[config.mk]
export PLATFORM = sky130hd
export DESIGN_NAME = seg_scan_decoder
export DESIGN_NICKNAME = d
export VERILOG_FILES = /design/src/rtl/seg_scan_decoder.sv
export SDC_FILE = /design/constraint.sdc
export NUM_CORES = 1
export LEC_CHECK = 0
export CORE_MARGIN = 5
export CORE_UTILIZATION = 50
export DETAILED_ROUTE_END_ITERATION = 8
export PLACE_DENSITY = 0.74
export SETUP_SLACK_MARGIN = 0.05
export SKIP_LAST_GASP = 1
export SLEW_MARGIN = 20
export SYNTH_ARGS = -nofsm -noshare
export SYNTH_HDL_FRONTEND = slang
export SYNTH_SLANG_ARGS = --single-unit
export TNS_END_PERCENT = 10
[constraint.sdc]
create_clock -name clk -period 7.9 [get_ports clk]
set_clock_uncertainty 0.05 [all_clocks]
set_input_delay 1.185 -clock clk [delete_from_list [all_inputs] [get_ports clk]]
set_output_delay 1.185 -clock clk [all_outputs]
set_load 0.005 [all_outputs]
[src/rtl/seg_scan_decoder.sv]
// seg_scan_decoder: recovers per-digit BCD codes from a multiplexed 7-segment scan bus.
// Optional build macro SEG_ACTIVE_LOW_EN inverts seg/digit_sel for common-anode panels.
`default_nettype none

module seg_scan_decoder #(
   parameter int N_DIGITS   = 4,
   parameter int STABLE_CNT = 3
) (
   input  logic                  clk,
   input  logic                  rst_n,
   input  logic [6:0]            seg,
   input  logic [N_DIGITS-1:0]   digit_sel,
   input  logic                  frame_ready,
   output logic                  frame_valid,
   output logic [4*N_DIGITS-1:0] digits,
   output logic [N_DIGITS-1:0]   blank,
   output logic [N_DIGITS-1:0]   bad,
   output logic                  overrun
);

   localparam int            CW      = $clog2(STABLE_CNT + 1);
   localparam int            SW      = N_DIGITS + 7;
   localparam logic [CW-1:0] CNT_MAX = CW'(STABLE_CNT);
   localparam logic [CW-1:0] CNT_ONE = CW'(1);

   // Returns {bad, blank, code}
   function automatic logic [5:0] decode(input logic [6:0] p);
      case (p)
         7'b1111110: decode = 6'h00;
         7'b0110000: decode = 6'h01;
         7'b1101101: decode = 6'h02;
         7'b1111001: decode = 6'h03;
         7'b0110011: decode = 6'h04;
         7'b1011011: decode = 6'h05;
         7'b1011111: decode = 6'h06;
         7'b1110010: decode = 6'h07;
         7'b1111111: decode = 6'h08;
         7'b1111011: decode = 6'h09;
         7'b0000001: decode = 6'h0F;
         7'b0000000: decode = 6'h1A;
         default:    decode = 6'h2E;
      endcase
   endfunction

   logic [SW-1:0]         in_s;
`ifdef SEG_ACTIVE_LOW_EN
   assign in_s = ~{digit_sel, seg};
`else
   assign in_s = {digit_sel, seg};
`endif

   logic [SW-1:0]         samp_q, samp_d;
   logic [CW-1:0]         cnt_q, cnt_d;
   logic                  committed_q, committed_d;
   logic [4*N_DIGITS-1:0] sh_code_q, sh_code_d;
   logic [N_DIGITS-1:0]   sh_blank_q, sh_blank_d;
   logic [N_DIGITS-1:0]   sh_bad_q, sh_bad_d;
   logic [N_DIGITS-1:0]   seen_q, seen_d;
   logic                  frame_valid_q, frame_valid_d;
   logic [4*N_DIGITS-1:0] digits_q, digits_d;
   logic [N_DIGITS-1:0]   blank_q, blank_d;
   logic [N_DIGITS-1:0]   bad_q, bad_d;
   logic                  overrun_q, overrun_d;

   logic [N_DIGITS-1:0]   samp_sel;
   logic [5:0]            dec;
   logic                  commit;
   logic                  seen_full;
   logic                  stable;

   assign samp_sel  = samp_q[SW-1:7];
   assign dec       = decode(samp_q[6:0]);
   // cnt_q can only reach CNT_MAX on a one-hot sample, so samp_sel is one-hot here
   assign commit    = (cnt_q == CNT_MAX) && !committed_q;
   assign seen_full = &seen_q;
   assign stable    = (in_s == samp_q) && $onehot(in_s[SW-1:7]);

   always_comb begin
      samp_d        = in_s;
      cnt_d         = cnt_q;
      committed_d   = committed_q;
      sh_code_d     = sh_code_q;
      sh_blank_d    = sh_blank_q;
      sh_bad_d      = sh_bad_q;
      seen_d        = seen_full ? '0 : seen_q;
      frame_valid_d = frame_valid_q;
      digits_d      = digits_q;
      blank_d       = blank_q;
      bad_d         = bad_q;
      overrun_d     = overrun_q;

      if (commit) begin
         committed_d = 1'b1;
         seen_d      = seen_d | samp_sel;
         for (int i = 0; i < N_DIGITS; i++) begin
            if (samp_sel[i]) begin
               sh_code_d[4*i +: 4] = dec[3:0];
               sh_blank_d[i]       = dec[4];
               sh_bad_d[i]         = dec[5];
            end
         end
      end

      if (stable) begin
         cnt_d = (cnt_q == CNT_MAX) ? cnt_q : cnt_q + CNT_ONE;
      end else begin
         cnt_d       = CNT_ONE;
         committed_d = 1'b0;
      end

      if (seen_full) begin
         digits_d      = sh_code_q;
         blank_d       = sh_blank_q;
         bad_d         = sh_bad_q;
         frame_valid_d = 1'b1;
         if (frame_valid_q && !frame_ready) begin
            overrun_d = 1'b1;
         end
      end else if (frame_valid_q && frame_ready) begin
         frame_valid_d = 1'b0;
         overrun_d     = 1'b0;
      end
   end

   always_ff @(posedge clk) begin
      if (!rst_n) begin
         samp_q        <= '0;
         cnt_q         <= '0;
         committed_q   <= 1'b0;
         sh_code_q     <= '0;
         sh_blank_q    <= '0;
         sh_bad_q      <= '0;
         seen_q        <= '0;
         frame_valid_q <= 1'b0;
         digits_q      <= '0;
         blank_q       <= '0;
         bad_q         <= '0;
         overrun_q     <= 1'b0;
      end else begin
         samp_q        <= samp_d;
         cnt_q         <= cnt_d;
         committed_q   <= committed_d;
         sh_code_q     <= sh_code_d;
         sh_blank_q    <= sh_blank_d;
         sh_bad_q      <= sh_bad_d;
         seen_q        <= seen_d;
         frame_valid_q <= frame_valid_d;
         digits_q      <= digits_d;
         blank_q       <= blank_d;
         bad_q         <= bad_d;
         overrun_q     <= overrun_d;
      end
   end

   assign frame_valid = frame_valid_q;
   assign digits      = digits_q;
   assign blank       = blank_q;
   assign bad         = bad_q;
   assign overrun     = overrun_q;

endmodule

`default_nettype wire

# Word-level counts from Yosys, hierarchy flattened
# Index checks and enable logic that the tools add are counted.
word_totals:
  inputBits: 14
  reg_bits: 68
  out_inout_bits: 26
op_classes:
  mux: 9
  bitwise: 1
  reduce_logical: 15
  eq_ne: 16
  n_addsub: 4
ops:
  columns: ["operator", "count"]
  rows:
  - ["one-hot mux 6 bit (12 select lines)", 1]
  - ["equality test 7 bit (second input constant)", 8]
  - ["equality test 7 x 6 -> 1 bit (second input constant)", 2]
  - ["AND reduction 2 bit", 6]
  - ["equality test 11 bit", 1]
  - ["two-way mux 4 bit", 2]
  - ["equality test 7 x 1 -> 1 bit (second input constant)", 1]
  - ["logical NOT 7 bit", 1]
  - ["two-way mux 1 bit", 6]
  - ["adder 1 x 1 -> 2 bit", 2]
  - ["logical AND 1 bit", 4]
  - ["bitwise OR 4 bit", 1]
  - ["AND reduction 4 bit", 1]
  - ["adder 2 x 2 -> 3 bit", 1]
  - ["equality test 3 x 1 -> 1 bit (second input constant)", 1]
  - ["adder 2 x 1 -> 2 bit (second input constant)", 1]
  - ["equality test 2 bit (second input constant)", 1]
  - ["logical NOT 1 bit", 2]
  - ["inequality test 2 x 1 -> 1 bit (second input constant)", 1]
  - ["inequality test 2 bit (second input constant)", 1]
  - ["nonzero test 2 bit", 1]

# Logic depth before layout (Yosys ltp)
logic_depth:
  word_depth: 5
  mapped_depth: 9
  mapped_depth_nobuf: 9

# Worst setup path after synthesis
# Ideal clock, no wire load.
synth_timing:
  path_kind: "input to register"
  startpoint: "in digit_sel[0]"
  endpoint: "reg cnt_q[1]"
  arrival_time_ns: 3.220
  setup_slack_ns: 4.565
  setup_ns: 0.065
  path_stages: 9
  required_ns: 7.785
  cell_sequence: "inv_1 > fa_1 > inv_1 > ha_1 > ha_1 > or3b_2 > nor4_1 > nand4_1 > nor2_1"
synth_between:
  elab_chain_cells: 5
  elab_cells_between_ends: 6
  cone_classes: "add/sub (2); eq/ne (2); reduce/logical (2)"
synth_rtl:
  columns: ["item", "line_no", "text"]
  rows:
  - ["start: declaration", "12", "input logic [N_DIGITS-1:0] digit_sel,"]
  - ["adder 1 x 1 -> 2 bit", "76", "assign stable = (in_s == samp_q) && $onehot(in_s[SW-1:7]);"]
  - ["adder 2 x 2 -> 3 bit", "76", null]
  - ["equality test 3 x 1 -> 1 bit", "76", null]
  - ["logical AND 1 bit *", "76", null]
  - ["AND reduction 2 bit (no line) *", null, null]
  - ["end signal: assignment", "141", "cnt_q <= cnt_d;"]
  - ["end: declaration", "53", "logic [CW-1:0] cnt_q, cnt_d;"]
# Mark *: on every way between the ends. The rest lies on a longest branch, timed or not.
# A chain may end at the register's enable or synchronous reset.

# Worst setup path after layout
# Same ends and word-level chain as after synthesis.

==> implementation parameters <==
Parameter                              Value

CTS
  CTS tree ... done
  Clock-pin slew on the worst setup and hold paths ... 70 ps
  Source-to-sink clock delay at the later pin of the worst-skew pair ... 330 ps
  Clock sink count ... 68
  Deepest level of the CTS H-tree ... 3
  Hold buffers post-CTS ... 0
  Post-CTS Setup Bufs ... 0
  Root buffer cell ... clkbuf_8
  Num CTS Buffers ... 9
  CTS-repair resized insts ... 0
  Clk buf depth ... 2

Detailed routing
  Routed length per placed instance ... 13.6 um
  Routed vias ... 2334
  Detail-routed via count per cell ... 5.40
  DR iter-0 viols ... 176
  Total routed wirelength ... 5870 um
  Residual DRC count ... 0
  Detailed-router iteration count before antenna repair ... 4
  Final antenna-violating net count ... 0

Global routing
  Pin count of the biggest net entering global routing ... 39
  Aggregate global-route resource usage ... 16.6%
  Antenna violations before repair ... 0
  Number of global-route vias before repair ... 2099
  Total overflow reported by the global router ... 0
  Global-route wire length before repair ... 9660 um

Timing
  Actual transition at the worst max-transition pin ... 827 ps
  Setup_tns ... 0 ps
  Remaining max-slew budget at the tightest pin ... 44.9%
  Max Freq ... 270 MHz
  Number of pins exceeding their max-slew limit in the final report ... 0
  Final hold violations ... 0
  Endpoints failing setup ... 0
  RSZ-0062 raised after global routing ... false
  Share of the cycle needed by the critical path after routing ... 46.9%
  Least setup slack across all paths after layout ... 4200 ps
  Final worst path period need ... 3700 ps

Floorplanning
  Die height ... 85.3 um
  Count of standard-cell rows ... 27
  Effective utilization at floorplan ... 51.5%
  Core region area ... 5510 sq um
  Overall die area ... 7280 sq um
  Ports ... 40
  Die width ... 85.3 um

Yosys
  Post-Synthesis Mean Instance Area ... 8.68 sq um
  Ys flop type ... dfxtp_1
  Total of warnings raised by yosys ... 0
  Register area share after synthesis ... 48.0%
  Syn Inst Count ... 327
  Cell area after synthesis ... 2840 sq um
  Number of unique standard cell types used by synthesis ... 49
  Async set-or-reset flop fraction in the synthesized netlist ... 0%
  Count of flip-flops with a built-in enable after synthesis ... 0
  Register bit count reported by yosys ... 68
  Syn Nets ... 345

Setup path
  Required time at the endpoint of the critical path ... 8120 ps
  Critical Path End Type ... flop
  Cell type of the slowest stage on the worst timing path ... fa_1
  Kind of cell with the highest combined delay on the critical path ... simple AND/OR/NAND/NOR gates
  Data arrival at the endpoint of the critical path ... 3920 ps
  Worst Path Class, Setup ... primary input to flop
  Startpoint kind of the worst setup timing path ... primary input
  Stage delay of the slowest cell on the critical path ... 540 ps
  Ordered list of cells on the worst path ... clkdlybuf4s50_1 -> inv_1 -> fa_1 -> inv_1 -> ha_1 -> ha_1 -> or3b_2 -> nor4_1 -> nand4_1 -> nor2_1
  Buffer and inverter count on the worst path ... 3
  CP Max Fanout ... 2

Place
  Post-detail-place hpwl ... 4020 um
  Dpl cells ... 416
  Cell area after placement ... 3230 sq um
  Post-Place Worst Slack ... 3890 ps
  Gpl congestion ... 0.880
  Total of buffers placed on input and output ports ... 39

Status
  Outcome ... finished, final reports clean

Pwr
  Ratio of total power to cell area ... 194 nW/um^2
  Post-route total power ... 662 uW
  Standby leakage power ... 1.19 nW
  Peak supply drop ... 0.104 mV

Final layout
  Synth-to-layout area growth ... 20.2%
  Non-filler cells, final ... 432
  Fraction of layout instances using a drive strength above 1 ... 6.67%
  Number of antenna cells inserted ... 0
  Final instance area ... 3410 sq um
  Fillers ... 502
  Final-stage net count ... 373

Run
  Count of maximum capacitance violations ... 0

Hold path
  Worst min-delay path class ... flop to flop
==> area by class of cell <==
| type | count | area, sq um | area share (%) |
|---|---|---|---|
| clock buffers | 11 | 131 | 3.85 |
| clock inverters | 5 | 52.6 | 1.54 |
| inverters | 8 | 30.0 | 0.880 |
| multi-input cells | 227 | 1340 | 39.3 |
| flip-flops and latches | 68 | 1360 | 39.9 |
| well taps | 72 | 90.1 | 2.64 |
| repair buffers | 41 | 405 | 11.9 |
==> metrics by stage <==
step / hold WS [ps] / utilization, %
after floorplan: 379 / -
after global placement: 389 / 58.6
after detailed placement: 391 / 58.6
after CTS: 402 / 61.9
after global routing: 419 / 61.9
final: 396 / 61.9
==> path summary, 6_finish.rpt <==
path | from | to | slack, ps | cells past startpoint
hold / removal | sh_code_q[4] | digits[4] | 400 | 2
hold reg to reg | sh_code_q[4] | digits[4] | 400 | 2
setup reg to reg | samp_q[5] | sh_code_q[0] | 5920 | 4
setup / recovery | digit_sel[0] | cnt_q[1] | 4200 | 10
==> sequential cells by signal (all words and copies together), names as in the netlist <==
name,cells
bad,4
digits,16
sh_blank_q,4
sh_code_q,16
samp_q,11
overrun,1
cnt_q,2
sh_bad_q,4
frame_valid,1
blank,4
seen_q,4
committed_q,1
==> synthesized netlist by cell type (all sizes together), types with 4 or more instances <==
library cell | n | area [sq um]
a21oi | 34 | 170
a31oi | 12 | 75.1
and2 | 12 | 75.1
buf | 13 | 65.1
clkbuf | 11 | 41.3
dfxtp | 68 | 1360
inv | 8 | 30.0
mux2i | 5 | 50.1
nand2 | 59 | 221
nand4 | 5 | 37.5
nor2 | 17 | 63.8
nor3 | 4 | 20.0
nor4 | 5 | 37.5
o21ai | 17 | 85.1
o32ai | 4 | 35.0
xor2 | 13 | 114
==> worst min-delay path: cells and delay by family (launching register included) <==
| family | cells | cell delay, ps |
|---|---|---|
| compound gates | 1 | 50 |
| flops | 1 | 310 |
| simple gates | 1 | 50 |
==> power breakdown <==
part / switching (mW) / internal [mW] / total, mW
clock: 0.125 / 0.144 / 0.269
sequential: 0.00748 / 0.346 / 0.353
combinational: 0.0204 / 0.0185 / 0.0389
==> cells by family (layout without fill, tap and decap cells) <==
| logic type | Yosys count | in the layout | share of synthesized area, % |
|---|---|---|---|
| simple gates | 123 | 123 | 21.6 |
| compound gates | 80 | 80 | 17.2 |
| flops | 68 | 68 | 48.0 |
| buf+inv | 32 | 65 | 4.81 |
| xor+xnor | 15 | 15 | 4.63 |
| mux | 5 | 5 | 1.76 |
| fa+ha+maj | 4 | 4 | 2.03 |
==> placed cells by master (no fill, tap or decap), types with 9 or more instances in the layout <==
master           synthesis  layout
and2_1                  12      12
a31oi_1                 12      12
a21oi_1                 34      34
clkdlybuf4s50_1          0      39
nand2_1                 59      59
o21ai_0                 17      17
xor2_1                  13      13
dfxtp_1                 68      68
clkbuf_8                 0       9
nor2_1                  17      17
==> routing by layer <==
| metal | vias up | global-route usage, % | share of wire [%] |
|---|---|---|---|
| met5 | - | 0 | 0 |
| met4 | 0 | 9.78 | 2.7 |
| met3 | 15 | 3.40 | 5.2 |
| met2 | 52 | 25.5 | 44 |
| met1 | 1076 | 21.5 | 48 |
| li1 | 1191 | - | - |
(Power assumes the default switching activity.)
